## config.mk

```make
export PLATFORM = sky130hd
export DESIGN_NAME = reg_file_16b
export DESIGN_NICKNAME = d
export VERILOG_FILES = /design/src/rtl/reg_file_16b.sv
export SDC_FILE = /design/constraint.sdc
export NUM_CORES = 1
export LEC_CHECK = 0
export BUFFER_PORTS_ARGS = -buffer_cell sky130_fd_sc_hd__buf_4
export CORE_MARGIN = 8
export CORE_UTILIZATION = 59
export DETAILED_ROUTE_END_ITERATION = 8
export PLACE_DENSITY = 0.88
export SYNTH_ARGS = -nofsm -noshare
export SYNTH_HDL_FRONTEND = slang
export SYNTH_SLANG_ARGS = --single-unit
```

## constraint.sdc

```tcl
create_clock -name clk -period 1.9 [get_ports clk]
set_clock_uncertainty 0.2 [all_clocks]
set_input_delay 0.285 -clock clk [delete_from_list [all_inputs] [get_ports clk]]
set_output_delay 0.285 -clock clk [all_outputs]
set_load 0.005 [all_outputs]
```

## src/rtl/reg_file_16b.sv

```systemverilog
// Operand register file and carry flag for the 16-bit single-cycle CPU:
// two combinational ALU read ports, one debug read port, one synchronous write port.
module reg_file_16b #(
    parameter int DATA_W  = 16,
    parameter int ADDR_W  = 3,
    parameter int ZERO_R0 = 1
) (
    input  logic              clk,
    input  logic              rst,
    input  logic [ADDR_W-1:0] ra1,
    input  logic [ADDR_W-1:0] ra2,
    output logic [DATA_W-1:0] rd1,
    output logic [DATA_W-1:0] rd2,
    input  logic              we,
    input  logic [ADDR_W-1:0] wa,
    input  logic [DATA_W-1:0] wd,
    input  logic              cf_we,
    input  logic              cf_clr,
    input  logic              cf_in,
    output logic              cf,
    input  logic [ADDR_W-1:0] dbg_addr,
    output logic [DATA_W-1:0] dbg_data
);

    localparam int NREGS = 1 << ADDR_W;
    localparam logic R0_IS_ZERO = (ZERO_R0 != 0);

    logic [DATA_W-1:0] regs [NREGS];
    logic              cf_q;
    logic              wr_en;

    // Writes to r0 are dropped when r0 is hard-wired to zero.
    assign wr_en = we && !(R0_IS_ZERO && (wa == '0));

    always_ff @(posedge clk) begin
        if (rst) begin
            for (int i = 0; i < NREGS; i++) begin
                regs[i] <= '0;
            end
        end else if (wr_en) begin
            regs[wa] <= wd;
        end
    end

    always_ff @(posedge clk) begin
        if (rst) begin
            cf_q <= 1'b0;
        end else if (cf_clr) begin
            cf_q <= 1'b0;
        end else if (cf_we) begin
            cf_q <= cf_in;
        end
    end

    // No write bypass: a read during a write to the same address sees the old value.
    function automatic logic [DATA_W-1:0] read_port(input logic [ADDR_W-1:0] addr,
                                                    input logic [DATA_W-1:0] stored);
        if (R0_IS_ZERO && (addr == '0)) begin
            return '0;
        end
        return stored;
    endfunction

    assign rd1      = read_port(ra1, regs[ra1]);
    assign rd2      = read_port(ra2, regs[ra2]);
    assign dbg_data = read_port(dbg_addr, regs[dbg_addr]);
    assign cf       = cf_q;

endmodule
```

== Word level (Yosys, flattened, before mapping) ==
Memories as Yosys holds them, arrays and structs flattened.
Index checks and enable logic that the tools add are counted.

* Bits in registers: 1
* Bits in writable memories: 128
* Bits of input ports: 34
* Output and inout bits: 49
* Word-level logic and storage cells: 27
* Memories kept: 1

{| class="wikitable"
|+ Memories
! name !! depth !! bits a word !! read ports !! clocked after memory_dff !! write ports !! RTL line !! RTL
|-
| regs || 8 || 16 || 3 || 0 || 8 || 28 || <nowiki>logic [DATA_W-1:0] regs [NREGS];</nowiki>
|}

* Mux-type cells: 17
* Reduce and logical (&&, ||, !) cells: 8

{| class="wikitable"
|+ Operator list
! kind !! count
|-
| $mux W16 || 7
|-
| $reduce_or A16 Y1 || 1
|-
| $logic_not A3 Y1 || 4
|-
| $mux W1 || 9
|-
| $mux W3 || 1
|-
| $reduce_or A2 Y1 || 1
|-
| $logic_and A1 B1 Y1 || 1
|-
| $logic_not A1 Y1 || 1
|}

== Longest topological paths before layout ==
* Depth after elaboration: 8
* Depth in mapped cells: 6
* Gate-level depth less buffers: 3

== Worst setup path after synthesis ==
OpenSTA, ideal clock, no wires.

* Path type: input to register
* From: input wa[0]
* To: memory regs[2][0], enable pin
* Setup time: 0.334 ns
* Arrival: 1.182 ns
* Required time: 1.366 ns
* Slack: 0.184 ns
* Stages on the path: 3
* Path buffers: 0
* Cells stage by stage: or3b_4 nor2_4 or2_2

{| class="wikitable"
|+ RTL lines
! what !! RTL line !! RTL
|-
| from (decl) || 15 || <nowiki>input logic [ADDR_W-1:0] wa,</nowiki>
|-
| to (decl) || 28 ||
|}

==> flow_summary_export.csv <==
group,metric,value,unit
power_and_ir_drop,cellInternalPower,5.96,mW
placement,dp_hpwl,15.1,mm
synthesis,ys_seq_area_frac,0.473,
sta,slew_headroom,0.695,
synthesis,ys.flop_type,"edfxtp_1",
cts,clk_latency,430,ps
route,routedWlPerCell,34.8,µm
status,violations,"setup timing",
cts,cts_max_path_buffers,2,
placement,dp.cells,830,
power_and_ir_drop,finalPower,8.38,mW
placement,post-place-ws,-166,ps
power_and_ir_drop,pwr-share-comb,0.222,
sta,rsz0062_at_grt,"yes",
synthesis,synth_cells,574,
cts,cts_tree,"done",
floorplan,die_w,126,µm
synthesis,ys_ff_latch,113,
route,vias,7125,
route,first_pass_iters,6,
critical_path,cp.arrival,1780,ps
power_and_ir_drop,p_clk_frac,0.412,
critical_path,required,1410,ps
cts,clk_pin_slew,60,ps
global_route,grt-busiest-layer,"met2",
layout,fillers,452,
synthesis,ys_warn_count,0,
synthesis,async_flop_share,0,
synthesis,syn_area,0.00716,mm²
layout,multi_input_area,0.00435,mm²
sta,setup_violations,48,
sta,drv_slew,0,
critical_path,crit_family,"flip-flops",
layout,final_cells,910,
route,drt_wl_total,31.6,mm
global_route,grtUsageMet2,0.531,
cts,clock-sinks,113,
critical_path,crit_buf_inv,1,
critical_path,crit_type,"reg -> out",
sta,fin_crit,2270,ps
floorplan,die_h,126,µm
synthesis,synth.most_common_cell,"edfxtp_1",
sta,setup_ws,-368,ps
global_route,overflow,0,
critical_path,slowest_stage,"edfxtp_1",
cts,root_buffer,"clkbuf_16",
layout,nNetsFinal,784,
floorplan,num_rows,40,
global_route,track_usage,0.341,
synthesis,syn_nets,608,
power_and_ir_drop,ir_worst_vdd,0.000891,V
critical_path,end_kind,"output pin",
global_route,antenna_found_initial,0,
cts,h-tree-depth,4,
synthesis,ys_types,32,
floorplan,die_area,0.0159,mm²
placement,routabilityCongestion,0.954,
global_route,grt_max_degree,17,
layout,antenna_cells,0,
global_route,grt_pass1_wl,41.1,mm
synthesis,syn_area_per_cell,12.5,µm²
critical_path,crit_chain,"mux2_4 -> a221oi_4 -> a221oi_2 -> buf_4",
global_route,met1_usage,0.400,
route,postRouteAntennaNets,0,
floorplan,ios,83,
floorplan,core_area,0.0119,mm²
layout,synthToLayoutAreaGrowth,45.0,%
global_route,first_global_vias,6795,
min_path,hold_path.class,"in -> reg",
power_and_ir_drop,pwr-share-seq,0.367,
route,drtIter0Drc,1243,
layout,drive_above_1_share,0.497,
route,routed_via_density,7.83,
job,drv_cap,0,
sta,max_clock_freq,0.441,GHz
sta,min_period_over_period,1.19,
route,drc_errors,0,
critical_path,crit_path_start_kind,"register",
synthesis,synth_edf_count,112,
sta,hold_viol_final,0,
sta,worst_slew_pin_slew,454,ps
critical_path,cp_slowest_stage_delay,460,ps
placement,port-buffer-count,82,
power_and_ir_drop,p_switching,2.42,mW
synthesis,synth_commonest_cells,"edfxtp_1, and2_1, mux2i_1, a221oi_1, mux2_2",
power_and_ir_drop,cellPowerDensity,808,mW/mm²
power_and_ir_drop,switching_share,0.289,
synthesis,yosys.area.top_type,"edfxtp_1",
layout,final-seq-area,0.00338,mm²
global_route,use_met3,0.103,
status,outcome,"finished with violations",
synthesis,synth.top_cell.area_share,0.470,
synthesis,synthTopCellsByArea,"edfxtp_1, mux2i_1, and2_1",
cts,cts_buffers,17,
floorplan,start_util,0.601,
critical_path,critPathMaxFanout,3,
power_and_ir_drop,leakage,4.16,nW
[cell usage in the layout (no fill, tap or decap), types with 2 or more instances in the layout]
cell / n
nand2_4: 2
clkinv_2: 2
mux2_2: 15
a22o_1: 2
a221oi_2: 42
edfxtp_1: 112
buf_12: 14
clkinvlp_4: 6
mux2i_1: 81
and2_1: 110
and2_2: 4
inv_1: 2
clkbuf_16: 17
dlygate4sd3_1: 17
a311oi_2: 8
clkinv_1: 2
buf_4: 178
nor2b_1: 19
bufinv_16: 4
nor2b_4: 2
nor2_4: 3
nand2b_1: 4
buf_6: 4
or2_2: 7
a221oi_1: 5
a21oi_4: 2
mux2_4: 33
a211oi_1: 16
nor2_2: 3
a311oi_1: 8
a31oi_1: 2
a221oi_4: 28
[final cells by class]
cell class	instances	area share
flip-flops and latches	113	0.326
repair buffers	213	0.177
inverters	2	0.000724
clock inverters	15	0.0185
clock buffers	17	0.0410
multi-input cells	403	0.419
well taps	147	0.0177
[metrics by stage]
step / utilization / hold WS, ps / cell area [µm²] / setup TNS [ps]
floorplan: - / 162 / 7160 / 0
global placement: 0.703 / 248 / 8380 / -2560
detailed placement: 0.703 / 253 / 8380 / -2870
CTS: 0.825 / 0.436 / 9830 / -9500
global route: 0.871 / 0.382 / 10400 / -14930
finish: 0.871 / 11.0 / 10400 / -13300
[what timing repair did]
action | in CTS | in global routing
pin swaps | 9 | 19
buffers inserted | 23 | 8
endpoints found under the hold margin | 75 | 0
hold buffers | 17 | 0
endpoints found under the setup margin | 48 | 48
gates resized for setup | 81 | 70
[registers in the layout, indices dropped and copies added (netlist names)]
signal,flops
regs,112
cf,1
[power groups by stage]
stage | sequential (mW) | clock (mW) | combinational, mW
after global routing | 3.07 | 3.53 | 1.89
after CTS | 3.02 | 3.35 | 1.52
after floorplan | 3.03 | 0 | 0.666
after global placement | 3.05 | 0 | 1.23
after detailed placement | 3.07 | 0 | 1.26
final | 3.07 | 3.45 | 1.86
[metal layers]
| layer | routed length, µm | share of wire |
|---|---|---|
| met2 | 13900 | 0.44 |
| met5 | 0 | 0 |
| met3 | 4570 | 0.14 |
| met1 | 10500 | 0.33 |
| met4 | 2680 | 0.085 |
[logic make-up (layout without fill, tap and decap cells)]
logic type      after synthesis  count (layout)  synth area share
simple gates                160             160             0.148
mux                         129             129             0.189
flops                       113             113             0.473
compound gates              114             114             0.137
buf+inv                      58             247            0.0540
[worst paths after layout]
path | startpoint | end | slack (ps) | cells after the start
min | wd[6] | regs[6][6]$_SDFFCE_PN0P_ | 10 | 2
max | regs[2][13]$_SDFFCE_PN0P_ | rd2[13] | -370 | 4
max reg2reg | cf$_SDFFE_PP0P_ | cf$_SDFFE_PP0P_ | 530 | 3
min reg2reg | cf$_SDFFE_PP0P_ | cf$_SDFFE_PP0P_ | 910 | 3
[worst reg2reg max path, cell delays in order (launching register included)]
cell and delay (ps):
dfxtp_1 320, mux2i_1 120, nor3_1 50, dlygate4sd3_1 560
Power figures use the tool's default switching activity.
